<file path="config.mk">
export PLATFORM = sky130hd
export DESIGN_NAME = pwm_controller
export DESIGN_NICKNAME = d
export VERILOG_FILES = /design/src/rtl/pwm_controller.sv
export SDC_FILE = /design/constraint.sdc
export NUM_CORES = 1
export LEC_CHECK = 0
export CAP_MARGIN = 20
export CORE_MARGIN = 4
export CORE_UTILIZATION = 30
export DETAILED_ROUTE_END_ITERATION = 12
export GPL_ROUTABILITY_DRIVEN = 1
export GPL_TIMING_DRIVEN = 0
export HOLD_SLACK_MARGIN = 0.02
export PLACE_DENSITY = 0.48
export SLEW_MARGIN = 15
export SYNTH_ARGS = -nofsm -noshare
export SYNTH_HDL_FRONTEND = slang
export SYNTH_SLANG_ARGS = --single-unit
</file>
<file path="constraint.sdc">
create_clock -name clock -period 3.6 [get_ports clock]
set_input_delay 0.72 -clock clock [delete_from_list [all_inputs] [get_ports clock]]
set_output_delay 0.72 -clock clock [all_outputs]
set_load 0.01 [all_outputs]
</file>
<file path="src/rtl/pwm_controller.sv">
// pwm_controller: multi-channel PWM with shadowed duty registers, a start/stop/burst
// state machine and a small memory-mapped register port.
// Build option: define PWM_POLARITY_EN to add the per-channel output polarity
// register at address 7.
module pwm_controller #(
  parameter int unsigned NUM_CH = 4,
  parameter int unsigned CW     = 8
) (
  input  logic              clock,
  input  logic              reset,
  input  logic [CW-1:0]     tick,
  input  logic              bus_we,
  input  logic [2:0]        bus_addr,
  input  logic [CW-1:0]     bus_wdata,
  output logic [CW-1:0]     bus_rdata,
  output logic [NUM_CH-1:0] pwm_out,
  output logic              period_done,
  output logic              busy
);

  localparam int unsigned AW     = 3;
  localparam logic [CW-1:0] TMAX = {CW{1'b1}};
  localparam logic [AW-1:0] A_CTRL = AW'(4);
  localparam logic [AW-1:0] A_BCNT = AW'(5);
  localparam logic [AW-1:0] A_STAT = AW'(6);
`ifdef PWM_POLARITY_EN
  localparam logic [AW-1:0] A_POL  = AW'(7);
`endif

  typedef enum logic [1:0] {
    ST_IDLE     = 2'd0,
    ST_ARMED    = 2'd1,
    ST_RUN      = 2'd2,
    ST_STOPPING = 2'd3
  } state_e;

  state_e                   state_q, state_d;
  logic [NUM_CH-1:0][CW-1:0] duty_q, duty_d;
  logic [NUM_CH-1:0][CW-1:0] act_q, act_d;
  logic                     en_q, en_d;
  logic                     burst_q, burst_d;
  logic [CW-1:0]            bcnt_q, bcnt_d;
  logic [CW-1:0]            brem_q, brem_d;
  logic [NUM_CH-1:0]        pwm_q, pwm_d;
  logic                     done_q, done_d;
  logic                     busy_q, busy_d;
`ifdef PWM_POLARITY_EN
  logic [NUM_CH-1:0]        pol_q, pol_d;
`endif

  logic                     boundary;
  logic                     wr_ctrl;
  logic                     wr_en_set;
  logic                     wr_en_clr;
  logic                     cmp_active;
  logic [NUM_CH-1:0]        cmp;

  // Period boundary and CTRL write decode
  assign boundary  = (tick == TMAX);
  assign wr_ctrl   = bus_we && (bus_addr == A_CTRL);
  assign wr_en_set = wr_ctrl && bus_wdata[0];
  assign wr_en_clr = wr_ctrl && !bus_wdata[0];

  // Plain register writes: shadow duties, burst count, polarity
  always_comb begin
    duty_d = duty_q;
    bcnt_d = bcnt_q;
`ifdef PWM_POLARITY_EN
    pol_d  = pol_q;
`endif
    if (bus_we) begin
      for (int i = 0; i < NUM_CH; i++) begin
        if (bus_addr == AW'(i)) duty_d[i] = bus_wdata;
      end
      if (bus_addr == A_BCNT) bcnt_d = bus_wdata;
`ifdef PWM_POLARITY_EN
      if (bus_addr == A_POL) pol_d = bus_wdata[NUM_CH-1:0];
`endif
    end
  end

  // Control state machine: arming, run, graceful stop and burst countdown
  always_comb begin
    state_d = state_q;
    act_d   = act_q;
    brem_d  = brem_q;
    en_d    = en_q;
    burst_d = burst_q;
    done_d  = 1'b0;

    if (wr_ctrl) begin
      en_d    = bus_wdata[0];
      burst_d = bus_wdata[1];
    end

    unique case (state_q)
      ST_IDLE: begin
        if (wr_en_set) state_d = ST_ARMED;
      end

      ST_ARMED: begin
        // Disable wins over a coincident boundary
        if (wr_en_clr) begin
          state_d = ST_IDLE;
        end else if (boundary) begin
          act_d   = duty_q;
          brem_d  = (bcnt_q == '0) ? CW'(1) : bcnt_q;
          state_d = ST_RUN;
        end
      end

      ST_RUN: begin
        if (boundary) begin
          done_d = 1'b1;
          act_d  = duty_q;
          if (burst_q && (brem_q == CW'(1))) begin
            // Burst completion retires the whole control word
            state_d = ST_IDLE;
            en_d    = 1'b0;
            burst_d = 1'b0;
          end else begin
            if (burst_q) brem_d = brem_q - CW'(1);
            if (wr_en_clr) state_d = ST_STOPPING;
          end
        end else if (wr_en_clr) begin
          state_d = ST_STOPPING;
        end
      end

      ST_STOPPING: begin
        // ACT stays frozen; re-enable resumes the same period in place
        if (boundary) done_d = 1'b1;
        if (wr_en_set) begin
          state_d = ST_RUN;
        end else if (boundary) begin
          state_d = ST_IDLE;
        end
      end

      default: state_d = ST_IDLE;
    endcase

    busy_d = (state_d != ST_IDLE);
  end

  // Compare tick against active duty; optional polarity inversion
  always_comb begin
    cmp_active = (state_q == ST_RUN) || (state_q == ST_STOPPING);
    cmp        = '0;
    for (int i = 0; i < NUM_CH; i++) begin
      cmp[i] = cmp_active && (tick < act_q[i]);
    end
`ifdef PWM_POLARITY_EN
    pwm_d = cmp ^ pol_q;
`else
    pwm_d = cmp;
`endif
  end

  // Combinational register readback
  always_comb begin
    bus_rdata = '0;
    for (int i = 0; i < NUM_CH; i++) begin
      if (bus_addr == AW'(i)) bus_rdata = duty_q[i];
    end
    case (bus_addr)
      A_CTRL:  bus_rdata = CW'({burst_q, en_q});
      A_BCNT:  bus_rdata = bcnt_q;
      A_STAT:  bus_rdata = CW'(state_q);
`ifdef PWM_POLARITY_EN
      A_POL:   bus_rdata = CW'(pol_q);
`endif
      default: ;
    endcase
  end

  // State, registers and registered outputs
  always_ff @(posedge clock or posedge reset) begin
    if (reset) begin
      state_q <= ST_IDLE;
      duty_q  <= '0;
      act_q   <= '0;
      en_q    <= 1'b0;
      burst_q <= 1'b0;
      bcnt_q  <= '0;
      brem_q  <= '0;
      pwm_q   <= '0;
      done_q  <= 1'b0;
      busy_q  <= 1'b0;
`ifdef PWM_POLARITY_EN
      pol_q   <= '0;
`endif
    end else begin
      state_q <= state_d;
      duty_q  <= duty_d;
      act_q   <= act_d;
      en_q    <= en_d;
      burst_q <= burst_d;
      bcnt_q  <= bcnt_d;
      brem_q  <= brem_d;
      pwm_q   <= pwm_d;
      done_q  <= done_d;
      busy_q  <= busy_d;
`ifdef PWM_POLARITY_EN
      pol_q   <= pol_d;
`endif
    end
  end

  assign pwm_out     = pwm_q;
  assign period_done = done_q;
  assign busy        = busy_q;

endmodule

</file>
After elaboration in Yosys (flattened, before gate mapping):

Index checks and enable logic that the tools add are counted.

* order comparisons: 4
* div/mod/pow operators: 0
* multiply operators: 0
* shift-type cells: 0
* muxes and demuxes: 34
* reduce and logical (&&, ||, !) cells: 23
* add/subtract/negate cells: 1
* bitwise gates (word level): 0
* equal/unequal tests: 16

Operators with widths (count)
* $mux 8: 10
* $mux 32: 2
* $pmux 32 s2: 1
* $lt 8x8->1: 4
* $pmux 8 s3: 1
* $mux 2: 8
* $pmux 8 s2: 1
* $reduce_and 2->1: 6
* $mux 1: 10
* $ne 2x2->1 const B: 5
* $eq 3x3->1 const B: 3
* $eq 8x1->1 const B: 1
* $eq 8x8->1 const B: 1
* $logic_and 1x1->1: 8
* $logic_not 8->1: 1
* $pmux 2 s4: 1
* $sub 8x1->8 const B: 1
* $eq 3x2->1 const B: 2
* $reduce_and 6->1: 1
* $eq 2x2->1 const B: 2
* $reduce_bool 2->1: 2
* $eq 3x1->1 const B: 1
* $logic_not 3->1: 1
* $eq 2x1->1 const B: 1
* 4 further kinds: 4

* memories: 0
* memory bits (read-only): 0
* logic and storage cells: 94
* flip-flop bits (word level): 90
* output and inout bits: 14
* memory bits (writable): 0
* bits of input ports: 22
* bits in latches: 0

Depth between registers and ports, before layout:

Gate-level depths: netlist of the first run.

* depth in word-level cells: 8
* depth in mapped cells: 8
* depth with buffers taken out: 7

Worst setup path before layout of the first run:

Ideal clock, no wire load.

* kind: input port to output port
* start: input bus_addr[1]
* end: output bus_rdata[0]
* required time: 2.880 ns
* buffers on the path: 2
* slack: 1.230 ns
* arrival: 1.650 ns
* stages on the path: 5
* path through: buf_2 buf_1 mux4_2 nor2_1 a21oi_1

* cells in the longest elaborated chain, start to end: 6
* elaborated cells on any way between the ends: 12
* those cells by class: eq/ne: 6; mux: 5; reduce/logical: 1

Ends and longest elaborated chain
* from (decl): line 13 `input logic [2:0] bus_addr,`
* $logic_not 3->1: line 164 `if (bus_addr == AW'(i)) bus_rdata = duty_q[i];`
* $mux 8 (4 in a row): line 164
* $pmux 8 s3 *: line 166 `case (bus_addr)`
* to (decl): line 15 `output logic [CW-1:0] bus_rdata,`

Every way passes the cells marked *; elsewhere a longest branch is shown, timed or not.

Worst setup path in the final report of the first run:

* start: input bus_addr[2]
* end: output bus_rdata[4]

Same word-level chain as after synthesis.

==> impl_metrics.toml, run 1 <==
[drt]
wl_um = 11800
vias_per_cell = 4.79
postRouteAntennaNets = 0
drc = 0
wl_per_cell_um = 16.4
drtIter0Drc = 198
first_pass_iters = 4
vias = 3440

[yosys]
ys_types = 48
synth_adder_area_share_pct = 7.92
yosysTopAreaCell = "dfrtp_1"
synth.area.mux_share_pct = 12.9
synthSimpleGateAreaFrac_pct = 12.4
synth_warnings = 0
synth-edff-count = 0
synth_flop_cell = "dfrtp_1"
synth_top_family_by_area = "compound AO/OA/AOI/OAI gates"
syn_avg_cell_area_um2 = 10.4
synthesis.area_um2 = 4740
synth_commonest_cells = "dfrtp_1, nand2_1, o21ai_0"
yosysMostFrequentCell = "dfrtp_1"
synth_top_area_share_pct = 47.5
synth_fp_nets = 509
syn_inst = 457
yosys-top-cells-area = "dfrtp_1, mux2_2, ha_1"
synth_async_sr_flop_share_pct = 100
yosysSeqAreaShare_pct = 47.5
synth_xor_area_share_pct = 0
ys_ff_latch = 90
synth-compound-area-share_pct = 14.4

[grt]
gr-total-overflow = 0
grt_util_all_layers_pct = 13.8
grt_pass1_vias = 3563
antenna_found_initial = 0
grt_pass1_wl_um = 19200
grt_max_degree = 56

[timing]
finalCriticalPeriod_ps = 3380
fin_crit_sh_pct = 94.0
report.final.hold_viol_count = 0
rsz0062_at_grt = "false"
tightest_slew_ps = 842
finalMaxSlewViolations = 0
setup_viol = 0
max_slew_margin_pct = 43.6
skew_ps = 7.26
fmax_mhz = 296

[power_and_ir_drop]
power_per_cell_area_nw_per_um2 = 530
power.leakage_nw = 2.57
irDropWorstVdd_mv = 0.251

[floorplanning]
rows = 45
num_io_pins = 36
die_h_um = 134
die_area_um2 = 17900
start_util_pct = 30.9
coreArea_um2 = 15300
die_x_um = 134

[hold_path]
hold_class = "flop to flop"

[placed_design]
dpl_cell_area_um2 = 5360
globalplace.congestion = 0.791
port_buffers = 33
dp_cells = 702
dp_hpwl_um = 9030

[worst_setup_path]
crit_path_top_delay_cell = "clkdlybuf4s50_1"
arrival_ps = 2660
slowest_delay_ps = 620
path_class = "input pin to primary output"
cp_common_cell = "clkdlybuf4s50_1"
worstPathCellList = "clkdlybuf4s50_1 > nor2b_1 > buf_2 > a22o_1 > nand2_1 > o21ai_0 > clkdlybuf4s50_1"
endpoint_kind = "primary output"
cp_data_required_time_ps = 2880
worstSetupStartpointType = "input pin"
worst-path-max-fanout = 8

[layout]
drive_gt1_share_pct = 15.4
diodes = 0
nets = 554
syn2layout_area_growth_pct = 19.7
fin_area_um2 = 5670
instances_no_fill = 718

[status]
outcome = "finished clean"

[clock_tree]
cts_max_level = 3
root_buffer = "clkbuf_16"
insertion_delay_ps = 340
cts_made_buffers = 9
clock_path_buffers = 2
clkSinkCount = 90
cts_tree = "done"
path_clk_slew_ps = 60
post-cts-setup-buffers = 0

[job]
maxCapViolations = 0
[metrics by stage]
stage               utilization [%]  setup slack (ps)  setup TNS (ps)  power (mW)  hold WS (ps)
finish                         37.0               218               0        3.00           492
global route                   37.0              77.0               0        3.19           505
CTS                            37.0              25.5               0        3.05           496
detailed placement             35.0              -332            -920        2.08           477
global placement               34.8             -1050          -95040        2.06           477
floorplan                         -               545               0        1.79           459
[cells by family (layout without fill, tap and decap cells)]
group | count (synthesis) | after routing
adders and majority gates | 30 | 30
AOI/OAI and AO/OA | 112 | 112
muxes | 53 | 53
and+or+nand+nor | 119 | 119
DFF | 90 | 90
buffers and inverters | 53 | 103
[sequential cells by signal, indices dropped and copies added (netlist names)]
name         count
busy             1
act_q           32
state_q          2
bcnt_q           8
duty_q          32
brem_q           8
period_done      1
pwm_out          4
en_q             1
burst_q          1
[metal layers]
| layer | up-vias | GRT usage [%] | part of all wire, % |
|---|---|---|---|
| met5 | - | 0 | 0 |
| met4 | 0 | 5.03 | 1.5 |
| met3 | 10 | 2.57 | 3.1 |
| met2 | 52 | 20.9 | 45 |
| met1 | 1696 | 19.6 | 51 |
| li1 | 1682 | - | - |
[report_power, final]
| part | internal, mW | switching, mW |
|---|---|---|
| Sequential | 1.20 | 0.124 |
| Combinational | 0.359 | 0.376 |
| Clock | 0.541 | 0.406 |
| Total | 2.10 | 0.907 |
[cells in the final DEF, fill, tap and decap left out, drive strengths merged, types with 12 or more instances in the layout]
master         count
dfrtp             90
nand2             62
o21ai             54
mux2              43
inv               34
clkdlybuf4s50     32
ha                30
a21oi             24
nor2              19
clkbuf            19
buf               12
[critical path: cells and delay by family]
family / cells / cell delay [ps]
buffers and inverters: 3 / 1420
AO/OA/AOI/OAI: 2 / 300
AND/OR/NAND/NOR: 2 / 220
[layout make-up]
cell class              instances  area (um^2)
fillers                      1568         9640
multi-input cells             314         2260
flip-flops and latches         90         2250
repair buffers                 34          360
well taps                     211          264
clock buffers                  10          229
inverters                      33          126
plain buffers                  20          116
clock inverters                 6         66.3
[what timing repair did]
item,CTS,global route
hold buffers,0,0
pin swaps,0,0
setup endpoints to repair,5,5
resized for setup,5,2
[worst paths after layout]
check / from / end / slack [ps] / depth (start not counted)
max: bus_addr[2] / bus_rdata[4] / 220 / 7
min: act_q[16]$_DFFE_PP0P_ / act_q[16]$_DFFE_PP0P_ / 490 / 1
max reg2reg: brem_q[0]$_DFFE_PP0P_ / brem_q[4]$_DFFE_PP0P_ / 1700 / 6
min reg2reg: act_q[16]$_DFFE_PP0P_ / act_q[16]$_DFFE_PP0P_ / 490 / 1
max in group asynchronous: reset / duty_q[30]$_DFFE_PP0P_ / 2190 / 3
min in group asynchronous: reset / brem_q[0]$_DFFE_PP0P_ / 760 / 2
Note: power is estimated with default switching activity, not from simulation.
==> inputs of run 2 (changes only) <==
Settings changed: CORE_UTILIZATION 30 to 59, PLACE_DENSITY 0.48 to 0.81, SKIP_LAST_GASP set to 1.
==> impl_metrics.toml, run 2 (synthesis gave the netlist of run 1 again) <==
[status]
outcome = "finished clean"

[clock_tree]
path_clk_slew_ps = 80
clkSinkCount = 90
cts_made_buffers = 9
clock_path_buffers = 2
insertion_delay_ps = 360
root_buffer = "clkbuf_8"
cts_max_level = 3
cts_tree = "done"

[worst_setup_path]
arrival_ps = 2720
worstSetupStartpointType = "input pin"
crit_start = "bus_addr[0]"
endpoint_kind = "primary output"
reg2reg_depth = 5
path_class = "input pin to primary output"
worst-path-max-fanout = 19
cp_data_required_time_ps = 2880
r2r_end = "act_q[0]$_DFFE_PP0P_"
critPathCapture = "bus_rdata[5]"
r2r_slack_ps = 1710
worstReg2RegStart = "state_q[1]$_DFF_PP0_"

[placed_design]
dp_hpwl_um = 8290
port_buffers = 33
dpl_cell_area_um2 = 5230
globalplace.congestion = 0.855

[grt]
grt_util_all_layers_pct = 24.1
antenna_found_initial = 0
grt_pass1_wl_um = 18300
grt_pass1_vias = 3644
gr-total-overflow = 0
grt_max_degree = 63

[timing]
fin_crit_sh_pct = 95.7
fmax_mhz = 290
setup_viol = 0
max_slew_margin_pct = 48.0
tightest_slew_ps = 777
skew_ps = 10.9
report.final.hold_viol_count = 0
whs_ps = 496
finalCriticalPeriod_ps = 3440
finalMaxSlewViolations = 0
rsz0062_at_grt = "false"

[job]
maxCapViolations = 0

[drt]
wl_per_cell_um = 17.9
vias = 3576
first_pass_iters = 4
vias_per_cell = 5.89
wl_um = 10900
drc = 0
drtIter0Drc = 217
postRouteAntennaNets = 0

[layout]
finalCoreUtilization_pct = 69.5
fin_area_um2 = 5400
syn2layout_area_growth_pct = 13.9
drive_gt1_share_pct = 14.9
nets = 553
diodes = 0
top_regs = "act_q: 32 flops, duty_q: 32 flops"
final_cell_mix = "dfrtp_1, nand2_1, o21ai_0, mux2_2, clkdlybuf4s50_1"
layout_commonest_cell = "dfrtp_1"

[floorplanning]
die_area_um2 = 9530
num_io_pins = 36
coreArea_um2 = 7770
die_x_um = 97.6
rows = 32
start_util_pct = 61.0
die_h_um = 97.6

[hold_path]
worstHoldPathCells = 1
hold_class = "flop to flop"

[power_and_ir_drop]
power_per_cell_area_nw_per_um2 = 497
power.leakage_nw = 2.50
irDropWorstVdd_mv = 0.315
## run 2: metrics by stage
step / worst slack [ps] / std cells / power [mW] / setup TNS [ps]
2_1_floorplan: 545 / 457 / 1.79 / 0
3_3_place_gp: -744 / 592 / 2.03 / -66910
3_5_place_dp: -180 / 593 / 2.08 / -521
4_1_cts: 98.2 / 607 / 2.69 / 0
5_1_grt: 14.2 / 607 / 2.85 / 0
6_report: 156 / 607 / 2.68 / 0
## run 2: layout make-up
class / instances / area [um^2]
flip-flops and latches: 90 / 2250
well taps: 102 / 128
repair buffers: 34 / 358
fillers: 574 / 2370
multi-input cells: 314 / 2250
plain buffers: 19 / 109
clock inverters: 3 / 15.0
clock buffers: 12 / 155
inverters: 33 / 126
## run 2: power breakdown
group / total (mW) / leakage [nW] / switching, mW / internal [mW]
registers: 1.33 / 1.00 / 0.134 / 1.20
logic: 0.733 / 1.41 / 0.374 / 0.359
clock network: 0.620 / 0.0920 / 0.338 / 0.282
total: 2.68 / 2.50 / 0.847 / 1.84
## run 2: how the worst min path moves through the flow
stage                           startpoint                    end  slack [ps]
floorplan             act_q[0]$_DFFE_PP0P_   act_q[0]$_DFFE_PP0P_         460
global placement     act_q[24]$_DFFE_PP0P_  act_q[24]$_DFFE_PP0P_         470
detailed placement    act_q[8]$_DFFE_PP0P_   act_q[8]$_DFFE_PP0P_         480
CTS                   act_q[8]$_DFFE_PP0P_   act_q[8]$_DFFE_PP0P_         500
global route        duty_q[22]$_DFFE_PP0P_  act_q[22]$_DFFE_PP0P_         540
finish                act_q[8]$_DFFE_PP0P_   act_q[8]$_DFFE_PP0P_         500
## run 2: critical path, cell delays in order
cell and delay, ps:
clkdlybuf4s50_1 630, buf_6 270, mux2i_1 110, nor2_1 90
a21oi_1 50, o21ai_0 260, clkdlybuf4s50_1 600
## run 2: layer usage
layer | vias up | GRT usage, % | wire [um]
li1 | 1681 | - | -
met1 | 1771 | 33.3 | 4750
met2 | 102 | 38.1 | 5280
met3 | 22 | 3.66 | 587
met4 | 0 | 9.90 | 277
met5 | - | 0 | 0
## run 2: timing repair
item,CTS,global route
endpoints found under the setup margin,4,6
hold buffers,0,0
resized for setup,1,3
setup buffers,0,0
==> RTL change, RTL diff (settings of run 2) <==
Build with the macro `PWM_POLARITY_EN` defined.
--- a/src/rtl/pwm_controller.sv
+++ b/src/rtl/pwm_controller.sv
@@ -2,6 +2,8 @@
 // state machine and a small memory-mapped register port.
 // Build option: define PWM_POLARITY_EN to add the per-channel output polarity
 // register at address 7.
+`define PWM_POLARITY_EN
+
 module pwm_controller #(
   parameter int unsigned NUM_CH = 4,
   parameter int unsigned CW     = 8
Behaviour: not the same (Yosys sat finds a counterexample within 4 cycles, from zero or initial values and one cycle with reset high).
==> RTL change against run 2 <==
  * Setup slack lost 8.7 ps
  * Design area increased by 6.6%
  * Area after synthesis up 6.5%
  * Wire length increased by 6.6%
  * Sequential cell count rose by 4
  * Total power increased by 6.5%
  * Sequential share of layout area fell by 0.85 points
  * Via count fell by 1.7%
==> RTL change: results (changes against run 2) <==
[grt]
grtUsageMet2_pct=40.8  ; was 38.1%
grt_use_met3_pct=3.88  ; was 3.66%
grt_usage_pct=25.3  ; was 24.1%
grt_max_degree=54  ; was 63
grt_pass1_vias=3791  ; was 3644
met1_usage_pct=34.9  ; was 33.3%

[cells_and_area]
regArea_um2=2350  ; was 2250 um2
fin_util_pct=69.7  ; was 69.5%
multiInputGateArea_um2=2470  ; was 2250 um2
clk_share_pct=3.50  ; was 3.15%
nonClkBufAreaFrac_pct=8.04  ; was 8.65%
signal_buffers=50  ; was 53
layout.nets=533  ; was 553
fillers=632  ; was 574
num-nonclk-inverters=37  ; was 33

[worst_setup_path]
r2r_slack_ps=1490  ; was 1710 ps
r2r_start=brem_q[1]  ; was state_q[1]
r2r-end=busy  ; was act_q[0]
path_max_fanout=10  ; was 19
r2r_cells=7  ; was 5
crit_arrival_ps=2730  ; was 2720 ps

[route]
wl_um=11600  ; was 10900 um
vias_per_cell=5.95  ; was 5.89

[logic_synthesis]
synth_xor_area_share_pct=0.694  ; was 0%
seq_area_frac_synth_pct=46.6  ; was 47.5%
synth_compound_area_share_pct=10.9  ; was 14.4%
synth.area.top_cells=dfrtp_1, mux2_2, ha_1, o21ai_0, inv_1  ; was dfrtp_1, mux2_2, ha_1, o21ai_0, nand2_1
synth_fa_ha_area_share_pct=7.44  ; was 7.92%
syn_nets=488  ; was 509
synth_top_cells_by_count=dfrtp_1, mux2_2, inv_1  ; was dfrtp_1, nand2_1, o21ai_0
synth_cell_types=51  ; was 48
synthMuxAreaShare_pct=20.4  ; was 12.9%

[die]
nWellTaps=105  ; was 102

[run_status]
status=completed  ; unchanged

[timing]
skew_ps=8.92  ; was 10.9 ps
maxSlewHeadroom_pct=43.3  ; was 48.0%

[placed_design]
dpl_cell_area_um2=5540  ; was 5230 um2
routabilityCongestion=0.845  ; was 0.855

[power_and_ir_drop]
ir_drop_mv=0.312  ; was 0.315 mV

[min_path]
holdPathEnd=pwm_out[3]  ; was act_q[8]

[RTL change: cell families (layout without fill, tap and decap cells)]
family | count (synthesis) | after routing
buf+inv | 53 | 103
fa+ha+maj | 30 | 30
compound gates | 86 | 86
xor+xnor | 4 | 4
simple gates | 82 | 82
mux | 87 | 87
flops | 94 | 94
[RTL change: worst max path at each step]
stage                   end        start  slack (ps)
4_1_cts        bus_rdata[4]  bus_addr[1]          30
2_1_floorplan      act_q[0]        reset         430
6_report       bus_rdata[5]  bus_addr[1]         150
3_3_place_gp      act_q[13]        reset        -960
5_1_grt        bus_rdata[4]  bus_addr[1]          20
3_5_place_dp   bus_rdata[4]  bus_addr[1]        -140
[RTL change: power groups by stage]
stage | clock network [W] | logic (W) | registers, W
5_1_grt | 0.000774 | 0.000839 | 0.00141
2_1_floorplan | 0 | 0.000493 | 0.00136
3_3_place_gp | 0 | 0.000719 | 0.00139
4_1_cts | 0.000729 | 0.000755 | 0.00138
3_5_place_dp | 0 | 0.000748 | 0.00140
6_report | 0.000718 | 0.000754 | 0.00139
[RTL change: timing repair]
action	4_1_cts	5_1_grt
hold buffers	0	0
gates resized for setup	2	6
endpoints found under the setup margin	6	4
[RTL change: worst max-delay path, stage by stage]
cell and delay (ps):
clkdlybuf4s50_1 610, clkbuf_4 280, nor2b_4 230, a22o_1 150, nand2_1 50, o21ai_0 100
clkdlybuf4s50_1 590
[RTL change: layer usage]
metal  vias to the layer above  part of all wire, %  wire length (um)
li1                       1650                    -                 -
met1                      1769                   45              5270
met2                        74                   48              5580
met3                        22                  4.2               490
met4                         0                  2.4               281
met5                         -                    0                 0
